File: src/rtl/vga_pkg.sv
// Shared VGA definitions: timing bundle type, standard mode constants,
// colour-width helper and the default 1-bit-per-channel palette.
package vga_pkg;

    typedef struct packed {
        int unsigned active;
        int unsigned fp;
        int unsigned sync;
        int unsigned bp;
    } timing_t;

    localparam timing_t VGA_800X600_72_H = '{800, 56, 120, 64};
    localparam timing_t VGA_800X600_72_V = '{600, 37, 6, 23};
    localparam timing_t VGA_640X480_60_H = '{640, 16, 96, 48};
    localparam timing_t VGA_640X480_60_V = '{480, 10, 2, 33};

    function automatic int unsigned rgb_width(int unsigned color_bits);
        return 3 * color_bits;
    endfunction

    function automatic int unsigned span(timing_t t);
        return t.active + t.fp + t.sync + t.bp;
    endfunction

    localparam logic [2:0] MAGENTA = 3'b101;
    localparam logic [2:0] BLACK   = 3'b000;
    localparam logic [2:0] BLUE    = 3'b001;
    localparam logic [2:0] WHITE   = 3'b111;

endpackage

File: src/rtl/vga_timing.sv
// Pixel/line counters plus sync, data-enable and frame-start flags.
// Ports: clk, rst; raw hcnt/vcnt; hs_active, vs_active, de, frame_start
// registered one cycle after the counter value they describe.
module vga_timing #(
    parameter int unsigned H_ACTIVE = 800,
    parameter int unsigned H_FP     = 56,
    parameter int unsigned H_SYNC   = 120,
    parameter int unsigned H_BP     = 64,
    parameter int unsigned V_ACTIVE = 600,
    parameter int unsigned V_FP     = 37,
    parameter int unsigned V_SYNC   = 6,
    parameter int unsigned V_BP     = 23,
    localparam int unsigned H_TOTAL = H_ACTIVE + H_FP + H_SYNC + H_BP,
    localparam int unsigned V_TOTAL = V_ACTIVE + V_FP + V_SYNC + V_BP,
    localparam int unsigned HW      = $clog2(H_TOTAL),
    localparam int unsigned VW      = $clog2(V_TOTAL)
) (
    input  logic          clk,
    input  logic          rst,
    output logic [HW-1:0] hcnt,
    output logic [VW-1:0] vcnt,
    output logic          hs_active,
    output logic          vs_active,
    output logic          de,
    output logic          frame_start
);

    localparam logic [HW-1:0] H_LAST = HW'(H_TOTAL - 1);
    localparam logic [VW-1:0] V_LAST = VW'(V_TOTAL - 1);
    localparam logic [HW-1:0] H_VIS  = HW'(H_ACTIVE);
    localparam logic [VW-1:0] V_VIS  = VW'(V_ACTIVE);
    localparam logic [HW-1:0] HS_BEG = HW'(H_ACTIVE + H_FP);
    localparam logic [HW-1:0] HS_END = HW'(H_ACTIVE + H_FP + H_SYNC);
    localparam logic [VW-1:0] VS_BEG = VW'(V_ACTIVE + V_FP);
    localparam logic [VW-1:0] VS_END = VW'(V_ACTIVE + V_FP + V_SYNC);

    logic h_last;
    logic v_last;

    assign h_last = (hcnt == H_LAST);
    assign v_last = (vcnt == V_LAST);

    always_ff @(posedge clk) begin
        if (rst) begin
            hcnt <= '0;
            vcnt <= '0;
        end else begin
            hcnt <= h_last ? '0 : hcnt + 1'b1;
            if (h_last)
                vcnt <= v_last ? '0 : vcnt + 1'b1;
        end
    end

    always_ff @(posedge clk) begin
        if (rst) begin
            hs_active   <= 1'b0;
            vs_active   <= 1'b0;
            de          <= 1'b0;
            frame_start <= 1'b0;
        end else begin
            hs_active   <= (hcnt >= HS_BEG) && (hcnt < HS_END);
            vs_active   <= (vcnt >= VS_BEG) && (vcnt < VS_END);
            de          <= (hcnt < H_VIS) && (vcnt < V_VIS);
            frame_start <= (hcnt == '0) && (vcnt == '0);
        end
    end

endmodule

File: src/rtl/vga_grid_renderer.sv
// Renders a double-buffered cell grid with optional grid lines and cursor
// outline onto VGA pins. Ports: clk, rst, grid, cursor_x/y, cursor_en,
// lines_en in; hsync, vsync, rgb, de, frame_start out (2-cycle latency).
module vga_grid_renderer
    import vga_pkg::*;
#(
    parameter int unsigned H_ACTIVE   = VGA_800X600_72_H.active,
    parameter int unsigned H_FP       = VGA_800X600_72_H.fp,
    parameter int unsigned H_SYNC     = VGA_800X600_72_H.sync,
    parameter int unsigned H_BP       = VGA_800X600_72_H.bp,
    parameter int unsigned V_ACTIVE   = VGA_800X600_72_V.active,
    parameter int unsigned V_FP       = VGA_800X600_72_V.fp,
    parameter int unsigned V_SYNC     = VGA_800X600_72_V.sync,
    parameter int unsigned V_BP       = VGA_800X600_72_V.bp,
    parameter bit          HSYNC_POL  = 1'b1,
    parameter bit          VSYNC_POL  = 1'b1,
    parameter int unsigned CELL_SIZE  = 40,
    parameter int unsigned COLOR_BITS = 1,
    parameter int unsigned LIVE_RGB   = MAGENTA,
    parameter int unsigned DEAD_RGB   = BLACK,
    parameter int unsigned LINE_RGB   = BLUE,
    parameter int unsigned CURSOR_RGB = WHITE,
    localparam int unsigned GRID_W    = H_ACTIVE / CELL_SIZE,
    localparam int unsigned GRID_H    = V_ACTIVE / CELL_SIZE,
    localparam int unsigned CXW       = GRID_W > 1 ? $clog2(GRID_W) : 1,
    localparam int unsigned CYW       = GRID_H > 1 ? $clog2(GRID_H) : 1,
    localparam int unsigned CB3       = rgb_width(COLOR_BITS)
) (
    input  logic                           clk,
    input  logic                           rst,
    input  logic [GRID_H-1:0][GRID_W-1:0]  grid,
    input  logic [CXW-1:0]                 cursor_x,
    input  logic [CYW-1:0]                 cursor_y,
    input  logic                           cursor_en,
    input  logic                           lines_en,
    output logic                           hsync,
    output logic                           vsync,
    output logic [CB3-1:0]                 rgb,
    output logic                           de,
    output logic                           frame_start
);

    localparam int unsigned H_TOTAL = H_ACTIVE + H_FP + H_SYNC + H_BP;
    localparam int unsigned V_TOTAL = V_ACTIVE + V_FP + V_SYNC + V_BP;
    localparam int unsigned HW = $clog2(H_TOTAL);
    localparam int unsigned VW = $clog2(V_TOTAL);
    localparam int unsigned SW = $clog2(CELL_SIZE);
    localparam int unsigned XW = $clog2(GRID_W + 1);
    localparam int unsigned YW = $clog2(GRID_H + 1);
    localparam logic [SW-1:0] S_LAST = SW'(CELL_SIZE - 1);
    localparam logic [XW-1:0] GW_C = XW'(GRID_W);
    localparam logic [YW-1:0] GH_C = YW'(GRID_H);
    localparam logic [CB3-1:0] C_LIVE = CB3'(LIVE_RGB);
    localparam logic [CB3-1:0] C_DEAD = CB3'(DEAD_RGB);
    localparam logic [CB3-1:0] C_LINE = CB3'(LINE_RGB);
    localparam logic [CB3-1:0] C_CUR  = CB3'(CURSOR_RGB);
    localparam longint unsigned C_MAX = 64'(1) << CB3;

    if (CELL_SIZE < 2 || COLOR_BITS < 1 ||
        H_ACTIVE == 0 || H_FP == 0 || H_SYNC == 0 || H_BP == 0 ||
        V_ACTIVE == 0 || V_FP == 0 || V_SYNC == 0 || V_BP == 0 ||
        LIVE_RGB >= C_MAX || DEAD_RGB >= C_MAX ||
        LINE_RGB >= C_MAX || CURSOR_RGB >= C_MAX) begin : g_bad_params
        $error("vga_grid_renderer: illegal parameter set");
    end

    logic [HW-1:0] hcnt;
    logic [VW-1:0] vcnt;
    logic          hs1, vs1, de1, fs1;

    vga_timing #(
        .H_ACTIVE (H_ACTIVE),
        .H_FP     (H_FP),
        .H_SYNC   (H_SYNC),
        .H_BP     (H_BP),
        .V_ACTIVE (V_ACTIVE),
        .V_FP     (V_FP),
        .V_SYNC   (V_SYNC),
        .V_BP     (V_BP)
    ) u_timing (
        .clk         (clk),
        .rst         (rst),
        .hcnt        (hcnt),
        .vcnt        (vcnt),
        .hs_active   (hs1),
        .vs_active   (vs1),
        .de          (de1),
        .frame_start (fs1)
    );

    logic h_last, v_last;
    assign h_last = (hcnt == HW'(H_TOTAL - 1));
    assign v_last = (vcnt == VW'(V_TOTAL - 1));

    // Cell counters saturate at GRID_W/GRID_H: that value marks the
    // remainder strip and the blanking interval as "outside the grid".
    logic [SW-1:0] sub_x, sub_y;
    logic [XW-1:0] cell_x;
    logic [YW-1:0] cell_y;

    always_ff @(posedge clk) begin
        if (rst) begin
            sub_x  <= '0;
            sub_y  <= '0;
            cell_x <= '0;
            cell_y <= '0;
        end else if (h_last) begin
            sub_x  <= '0;
            cell_x <= '0;
            if (v_last) begin
                sub_y  <= '0;
                cell_y <= '0;
            end else if (sub_y == S_LAST) begin
                sub_y <= '0;
                if (cell_y != GH_C)
                    cell_y <= cell_y + 1'b1;
            end else begin
                sub_y <= sub_y + 1'b1;
            end
        end else if (sub_x == S_LAST) begin
            sub_x <= '0;
            if (cell_x != GW_C)
                cell_x <= cell_x + 1'b1;
        end else begin
            sub_x <= sub_x + 1'b1;
        end
    end

    // Shadow copy taken on the last pixel of the frame so a whole frame
    // always shows one consistent generation.
    logic [GRID_H-1:0][GRID_W-1:0] shadow;

    always_ff @(posedge clk) begin
        if (rst)
            shadow <= '0;
        else if (h_last && v_last)
            shadow <= grid;
    end

    logic in_grid, on_edge, cur_hit;
    assign in_grid = (cell_x < GW_C) && (cell_y < GH_C);
    assign on_edge = (sub_x == '0) || (sub_x == S_LAST) ||
                     (sub_y == '0) || (sub_y == S_LAST);
    assign cur_hit = (32'(cursor_x) == 32'(cell_x)) &&
                     (32'(cursor_y) == 32'(cell_y));

    logic live1, line1, cur1;

    always_ff @(posedge clk) begin
        if (rst) begin
            live1 <= 1'b0;
            line1 <= 1'b0;
            cur1  <= 1'b0;
        end else begin
            live1 <= in_grid && shadow[cell_y][cell_x];
            line1 <= in_grid && lines_en &&
                     ((sub_x == '0) || (sub_y == '0));
            cur1  <= in_grid && cursor_en && cur_hit && on_edge;
        end
    end

    logic [CB3-1:0] pix;

    always_comb begin
        pix = '0;
        if (!de1)
            pix = '0;
        else if (cur1)
            pix = C_CUR;
        else if (line1)
            pix = C_LINE;
        else if (live1)
            pix = C_LIVE;
        else
            pix = C_DEAD;
    end

    always_ff @(posedge clk) begin
        if (rst) begin
            hsync       <= ~HSYNC_POL;
            vsync       <= ~VSYNC_POL;
            rgb         <= '0;
            de          <= 1'b0;
            frame_start <= 1'b0;
        end else begin
            hsync       <= hs1 ? HSYNC_POL : ~HSYNC_POL;
            vsync       <= vs1 ? VSYNC_POL : ~VSYNC_POL;
            rgb         <= pix;
            de          <= de1;
            frame_start <= fs1;
        end
    end

endmodule

File: config.mk
export PLATFORM = sky130hd
export DESIGN_NAME = vga_grid_renderer
export DESIGN_NICKNAME = d
export VERILOG_FILES = /design/src/rtl/vga_pkg.sv /design/src/rtl/vga_timing.sv /design/src/rtl/vga_grid_renderer.sv
export SDC_FILE = /design/constraint.sdc
export NUM_CORES = 1
export LEC_CHECK = 0
export BUFFER_PORTS_ARGS = -buffer_cell sky130_fd_sc_hd__buf_2
export CAP_MARGIN = 30
export CORE_MARGIN = 8
export CORE_UTILIZATION = 45
export DETAILED_ROUTE_END_ITERATION = 8
export PLACE_DENSITY_LB_ADDON = 0.25
export SETUP_SLACK_MARGIN = 0.05
export SYNTH_ARGS = -nofsm -noshare
export SYNTH_HDL_FRONTEND = slang
export SYNTH_SLANG_ARGS = --single-unit
File: constraint.sdc
create_clock -name clk -period 4.4 [get_ports clk]
set_clock_uncertainty 0.2 [all_clocks]
set_input_delay 0.22 -clock clk [delete_from_list [all_inputs] [get_ports clk]]
set_output_delay 0.22 -clock clk [all_outputs]
set_load 0.05 [all_outputs]
## Yosys cells after proc, flatten, opt, wreduce, memory -nomap -nowiden

Cells that the tools add are included.

- Add/sub/neg operators: 6
- Magnitude comparators: 10
- Eq/ne operators: 8
- Muxes and demuxes: 15
- Bitwise gates (word level): 1
- Reduce and logical (&&, ||, !) cells: 28

Operators by type and width:

| cell | count |
|---|---|
| $bmux W20 S4 | 1 |
| $lt A11 B10 Y1 const B | 2 |
| $lt A10 B10 Y1 const B | 2 |
| $mux W20 | 1 |
| $logic_and A1 B1 Y1 | 13 |
| $add A6 B1 Y6 const B | 2 |
| $eq A6 B6 Y1 const B | 2 |
| $logic_not A6 Y1 | 2 |
| $mux W4 | 3 |
| $mux W6 | 2 |
| $add A11 B1 Y11 const B | 1 |
| $eq A11 B11 Y1 const B | 1 |
| $ge A11 B10 Y1 const B | 1 |
| $logic_not A11 Y1 | 1 |
| $add A10 B1 Y10 const B | 1 |
| $eq A10 B10 Y1 const B | 1 |
| $ge A10 B10 Y1 const B | 1 |
| $logic_not A10 Y1 | 1 |
| $mux W10 | 1 |
| $mux W3 | 3 |
| $lt A5 B6 Y1 const B | 1 |
| $add A5 B1 Y5 const B | 1 |
| $bmux W1 S5 | 1 |
| $eq A5 B5 Y1 | 1 |
| other kinds (15) | 22 |

- Flip-flop bits (word level): 356
- Input port bits: 313
- Output and inout port bits: 7
- Logic and storage cells: 101

## Logic depth before layout (Yosys ltp)

Gate-level depths: netlist of run 1.

- Depth in word-level cells: 5
- Depth in mapped cells: 11
- Mapped depth without buffers: 8

## Modules after synthesis

From an unflattened synthesis of run 1, not the netlist that was laid out.

- Cells, all modules: 1869
- Area, all modules: 15701.3 µm²

Modules (own cells, without submodules):

| module | instances | cells an instance | area each (µm²) | sequential area each (µm²) |
|---|---|---|---|---|
| vga_grid_renderer | 1 | 1719 | 14415.1 | 6626.4 |
| vga_timing | 1 | 150 | 1286.2 | 500.5 |

## Worst setup path after synthesis of run 1

Ideal clock, no wire load.

- Path kind: reg-to-reg
- From: register cell_y[0]
- To: register live1
- Library setup time: 116 ps
- Arrival: 2140 ps
- Data required time: 4084 ps
- Slack: 1943 ps
- Cell stages (with the launch flop): 11
- Path buffers: 3
- Period minus slack after synthesis: 2457 ps
- Cell sequence: dfxtp_1 buf_2 buf_4 buf_2 mux4_2 o21ai_0 a21oi_1 o41a_1 nand4_1 nand4_1 and4_1

- Word-level cells in the longest chain between the ends: 5
- Elaborated cells between the ends (all ways): 7
- Those cells by class: 1 x order compare; 4 x mux; 2 x reduce/logical

RTL lines:

| element | line | text |
|---|---|---|
| start: declaration | vga_grid_renderer.sv:99 | `logic [YW-1:0] cell_y;` |
| start signal: assignment | vga_grid_renderer.sv:116 | `cell_y <= cell_y + 1'b1;` |
| $bmux W20 S4 | vga_grid_renderer.sv:155 | `live1 <= in_grid && shadow[cell_y][cell_x];` |
| $mux W20 (not written as such) | vga_grid_renderer.sv:155 |  |
| $bmux W1 S5 | vga_grid_renderer.sv:155 |  |
| $mux W1 (not written as such) | vga_grid_renderer.sv:155 |  |
| $logic_and A1 B1 Y1 * | vga_grid_renderer.sv:155 |  |
| end signal: assignment | vga_grid_renderer.sv:155 |  |
| end: declaration | vga_grid_renderer.sv:147 | `logic live1, line1, cur1;` |

Mark *: on every way between the ends. The rest lies on a longest branch, timed or not. The select of a mux whose other input is x is not followed.
A chain may end at the register's enable or synchronous reset.

## Final worst setup path of run 1

- From: register u_timing.hcnt[4]
- To: register shadow[229] in the netlist's numbering

- Word-level cells in the longest chain between the ends: 2

RTL lines:

| element | line | text |
|---|---|---|
| start: declaration | vga_timing.sv:20 | `output logic [HW-1:0] hcnt,` |
| start signal: assignment | vga_timing.sv:48 | `hcnt <= h_last ? '0 : hcnt + 1'b1;` |
| $eq A11 B11 Y1 | vga_grid_renderer.sv:92 | `assign h_last = (hcnt == HW'(H_TOTAL - 1));` |
| $logic_and A1 B1 Y1 | vga_grid_renderer.sv:136 | `else if (h_last && v_last)` |
| end signal: assignment | vga_grid_renderer.sv:137 | `shadow <= grid;` |
| end: declaration | vga_grid_renderer.sv:131 | `logic [GRID_H-1:0][GRID_W-1:0] shadow;` |

No other way between the ends.

==> results.cfg, run 1 <==
[global_routing]
track_usage_pct = 27.32
grt_pass1_wl_um = 90430
grt_max_degree = 173
antenna_found_initial = 5
use_met1_pct = 33.78
first_global_vias = 16320
met2_usage_pct = 45.57
grt-busiest-layer = met2
use_met3_pct = 5.690
overflow = 0

[power]
power_frac_comb_pct = 6.9
powerDensity_nw_per_um2 = 314.0
vdd_drop_max_mv = 0.2407
p_switching_uw = 1507
p_sw_share_pct = 21.79
p_int_uw = 5408
seqPwrFrac_pct = 46.8
p_leak_uw = 0.008264
p_clk_share_pct = 46.3

[timing]
setup_viol = 0
whs_ps = 241.5
rsz0062_at_grt = no
worst_pin_slew_ps = 904.5
timing.final.ws_setup_ps = 616.9
fin_crit_sh_pct = 85.98
timing_hold_violations_final = 0
fmax_mhz = 264.3
min_period_ps = 3783
slew_headroom_pct = 38.94
drv_slew = 0
setup_tns_ps = 0

[setup_path]
worstPathArrival_ps = 3990
cp_max_fo = 70
path_class = reg2reg
slowest_delay_ps = 640
start_kind = register
crit_required_ps = 4610
crit_slowest_cell = or2_4
worstPathCellList = or4_1 > nor3_1 > nand3_1 > or2_4 > buf_4 > nand2_1 > a21oi_1 > dlygate4sd3_1
crit_path_end_kind = register

[synthesis]
ys.flop_type = dfxtp_1
synth_area_um2 = 15750
synthArstFlopShare_pct = 0
synth_seq_area_share_pct = 45.25
syn_avg_cell_area_um2 = 8.390
synth_top_area_share_pct = 45.25
yosys.cell_types.count = 59
netlist_instances = 1877
ys_warn_count = 0
synth_top_area_cell = dfxtp_1
ys_seq_elements = 356
synth_edf_count = 0
synth_nets = 2203
synthTopCellsByArea = dfxtp_1, nand2_1, a21oi_1

[placement]
dp_cells = 2525
port_buffers = 319
dp_slack_ps = 1231
gp_congestion = 0.9255
hpwlAfterDp_um = 36240

[die]
die_w_um = 203.1
ioPinCount = 320
die_height_um = 203.1
die_area_um2 = 41240
core-area_um2 = 34540
start_util_pct = 45.59
num_rows = 68

[final_layout]
syn_to_final_growth_pct = 39.83
multi_input_area_um2 = 7616
fin_cells = 2956
register_area_um2 = 7136
drive_gt1_share_pct = 18.83
nNetsFinal = 2794
num-fill-cells = 2705

[routing]
vias_per_cell = 5.488
final_antenna_net_count = 0
first_iter_violations = 1407
route.vias.total = 16220
drc = 0
first_pass_iters = 6
wirelength_um = 59510
avgRoutedWirePerCell_um = 20.13

[job]
drv_cap = 0

[clock_tree]
clk_pin_slew_ps = 60
insertion_delay_ps = 530
cts_buffers = 39
htree_levels = 2
cts_tree = built
cts_num_sinks = 356
cts_setup_buffers = 0
hold_buffers = 357
clk_path_buf_depth = 3
ctsResizeCount = 0
clk_root_buffer_cell = clkbuf_16

[hold_path]
hold_class = reg2reg

[outcome]
status = finished, final reports clean
-- kinds of logic (layout without fill, tap and decap cells) --
group / Yosys count / after routing / synth area share [%]
and+or+nand+nor: 798 / 798 / 20.61
AOI/OAI and AO/OA: 416 / 416 / 14.50
DFF: 356 / 356 / 45.25
buffers and inverters: 161 / 780 / 6.451
muxes: 96 / 96 / 10.10
xor gates and xnor gates: 37 / 37 / 2.058
adders and majority gates: 13 / 13 / 1.033
other: 0 / 5 / 0
-- cell type report --
type	instances	area share, %
Inverter	18	0.3068
Clock inverter	7	0.2841
Timing Repair Buffer	693	24.44
Clock buffer	62	5.335
Tap cell	455	2.585
Multi-Input combinational cell	1360	34.59
Antenna cell	5	0.05682
Sequential cell	356	32.40
-- synthesized netlist by cell type (all sizes together) (2+ instances only) --
cell type and instances:
a211oi 6, a21oi 327, a221o 3, a221oi 6, a22o 2, a22oi 8, a31oi 4, and2 3
and3 10, and4 2, buf 94, clkbuf 49, clkinv 4, dfxtp 356, ha 13, inv 14
mux2 23, mux2i 25, mux4 48, nand2 629, nand2b 13, nand3 18, nand4 18, nor2 64
nor2b 10, nor3 8, nor3b 3, nor4 5, o2111ai 2, o211ai 3, o21ai 28, o221a 2
o221ai 6, o22ai 4, o311ai 3, or2 2, or3 7, or4 3, xnor2 17, xor2 20
-- final timing paths --
check	startpoint	end	slack (ps)	depth (start not counted)
max	u_timing.hcnt[4]	shadow[229]	620	8
min	u_timing.frame_start	frame_start	240	1
max reg2reg	u_timing.hcnt[4]	shadow[229]	620	8
min reg2reg	u_timing.frame_start	frame_start	240	1
-- power groups by stage --
stage | combinational (µW) | clock [µW] | sequential [µW]
finish | 476 | 3200 | 3230
global placement | 244 | 0 | 3310
global route | 502 | 3380 | 3230
detailed placement | 242 | 0 | 3310
floorplan | 64.0 | 0 | 3310
CTS | 450 | 3230 | 3240
-- cells in the final DEF, fill, tap and decap left out, types with 23 or more instances in the layout --
cell | netlist | final
nor2_1 | 64 | 63
dfxtp_1 | 356 | 353
o21ai_0 | 28 | 28
dlygate4sd3_1 | 0 | 357
mux4_2 | 48 | 48
buf_2 | 23 | 318
clkbuf_16 | 0 | 41
mux2_2 | 23 | 23
mux2i_1 | 25 | 25
a21oi_1 | 327 | 327
nand2_1 | 629 | 629
-- layer usage --
metal  wire [µm]  share of wire (%)
met1       23930                 40
met2       28340                 48
met3        4771                8.0
met4        2478                4.2
met5           0                  0
-- worst max-delay path: cells and delay by family (launching register included) --
family,cells,cell delay [ps]
simple gates,5,1970
buf+inv,2,1020
flops,1,360
compound gates,1,90
-- metrics by stage --
stage               cell area [µm²]  total power [µW]  utilization, %
finish                        22020              6915           63.75
global route                  22020              7112           63.75
CTS                           22010              6915           63.71
detailed placement            17200              3549           49.79
global placement              17200              3550           49.79
floorplan                     15750              3375               -
-- registers in the layout, summed over array words and instances, names as in the netlist --
register              count
shadow                  300
u_timing.hcnt            11
u_timing.vcnt            10
sub_x                     6
sub_y                     6
cell_x                    5
cell_y                    4
rgb                       3
cur1                      1
de                        1
frame_start               1
hsync                     1
line1                     1
live1                     1
u_timing.de               1
u_timing.frame_start      1
u_timing.hs_active        1
u_timing.vs_active        1
vsync                     1
No activity file was read; power rests on OpenSTA's default activity.
==> run 2, diff against run 1 <==
- clock period: 4.4 -> 4.5 ns (I/O delays scaled with it)
==> results.cfg, run 2 (synthesis gave the netlist of run 1 again) <==
[setup_path]
worstPathCellList = or4_1 > nor3_1 > nand3_1 > nor2_4 > buf_12 > nand2_1 > a21oi_1
path_class = reg2reg
path_buf_inv = 1
crit_required_ps = 4720
start_kind = register
r2r_slack_ps = 1180
r2r_end = shadow[133]
cp_max_fo = 55
slowest_delay_ps = 760
crit_slowest_cell = nor2_4
worstPathArrival_ps = 3540
r2r-start = u_timing.hcnt[7]
ff2ff_path_depth = 7
crit_path_end_kind = register
critPathLaunch = u_timing.hcnt[7]
crit_family = simple AND/OR/NAND/NOR gates

[power]
vdd_drop_max_mv = 0.2354
p_total_uw = 6829
p_clk_share_pct = 46.9
p_leak_uw = 0.007949
seqPwrFrac_pct = 46.3
power_frac_comb_pct = 6.8
powerDensity_nw_per_um2 = 316.4
p_switching_uw = 1485
p_sw_share_pct = 21.75
p_int_uw = 5344

[placement]
hpwlAfterDp_um = 37100
dp_slack_ps = 1200
place_area_um2 = 17270
port_buffers = 319
gp_congestion = 0.8779

[clock_tree]
cts_setup_buffers = 0
cts_num_sinks = 356
clk_path_buf_depth = 3
clk_pin_slew_ps = 70
insertion_delay_ps = 530
clk_root_buffer_cell = clkbuf_16
hold_buffers = 303
cts_tree = built
ctsResizeCount = 0
htree_levels = 2
cts_buffers = 38

[hold_path]
min_from = rst
hold_class = in2reg
hold_depth = 2
whs_endpoint = hsync

[timing]
min_period_ps = 3323
timing.final.ws_setup_ps = 1177
rsz0062_at_grt = no
slew_headroom_pct = 28.15
timing_hold_violations_final = 0
fmax_mhz = 300.9
setup_viol = 0
fin_crit_sh_pct = 73.85
worst_pin_slew_ps = 1076
drv_slew = 0
setup_tns_ps = 0

[global_routing]
first_global_vias = 15730
grt_max_degree = 182
track_usage_pct = 26.94
overflow = 0
antenna_found_initial = 1
grt_pass1_wl_um = 88730

[final_layout]
final_cell_mix = nand2_1, dfxtp_1, a21oi_1
regMostFlops = shadow
final_core_util_pct = 62.49
largest_register_ffs = 300
syn_to_final_growth_pct = 37.06
drive_gt1_share_pct = 19.67
fin_area_um2 = 21590
num-fill-cells = 2771
final_common_cell = nand2_1
top_regs = shadow x300, u_timing.hcnt x11, u_timing.vcnt x10
nNetsFinal = 2743

[die]
start_util_pct = 45.59
core-area_um2 = 34540
die_height_um = 203.1
die_w_um = 203.1
die_area_um2 = 41240
num_rows = 68
ioPinCount = 320

[routing]
first_iter_violations = 1495
wirelength_um = 57890
vias_per_cell = 5.420
first_pass_iters = 6
drc = 0
final_antenna_net_count = 0
route.vias.total = 15720
avgRoutedWirePerCell_um = 19.96

[outcome]
status = finished, final reports clean

[job]
drv_cap = 0
## run 2: cell count changes in the layout (fill, tap and decap cells not counted)
cell | before | now
clkbuf_16 | 41 | 39
bufinv_16 | 1 | 3
dlygate4sd3_1 | 357 | 303
inv_6 | 0 | 2
clkinvlp_4 | 1 | 3
buf_16 | 0 | 1
buf_12 | 6 | 8
clkbuf_1 | 14 | 6
buf_4 | 11 | 12
diode_2 | 5 | 1
clkinv_2 | 5 | 6
clkinv_4 | 0 | 1
clkbuf_8 | 7 | 8
## run 2: how the worst max path moves through the flow
stage / end / cells past startpoint
final: shadow[133] / 7
after global routing: shadow[133] / 7
after CTS: live1 / 7
after detailed placement: live1 / 7
after global placement: live1 / 6
after floorplan: live1 / 10
## run 2: final cells by class
class	instances	area (µm²)	share of cell area [%]
timing repair buffer	643	4917	22.78
inverter	18	67.56	0.3130
clock buffer	53	1109	5.136
antenna	1	2.502	0.01159
sequential	356	7136	33.06
multi-input combinational	1360	7616	35.28
tap	455	569.3	2.637
clock inverter	15	168.9	0.7825
## run 2: power by group through the flow
stage,Clock (µW),Sequential [µW],Combinational [µW]
floorplan,0,3240,62.6
global placement,0,3230,244
detailed placement,0,3230,239
CTS,3240,3160,442
global route,3380,3160,489
finish,3210,3160,461
## run 2: worst reg2reg max path, stage by stage, from the launching register on
cell     delay, ps
dfxtp_1        370
or4_1          530
nor3_1         280
nand3_1        360
nor2_4         760
buf_12         340
nand2_1        130
a21oi_1        260
## run 2: stage by stage
| step | hold slack [ps] | std cells |
|---|---|---|
| 2_1_floorplan | 155.9 | 1877 |
| 3_3_place_gp | 230.2 | 2528 |
| 3_5_place_dp | 224.3 | 2529 |
| 4_1_cts | 79.54 | 2900 |
| 5_1_grt | 112.1 | 2901 |
| 6_report | 31.21 | 2901 |
## run 2: metal layers
layer  GRT usage (%)  routed length (µm)
met5               0                   0
met2           44.37               27540
met1           34.22               23380
met3           5.292                4567
met4           11.01                2396
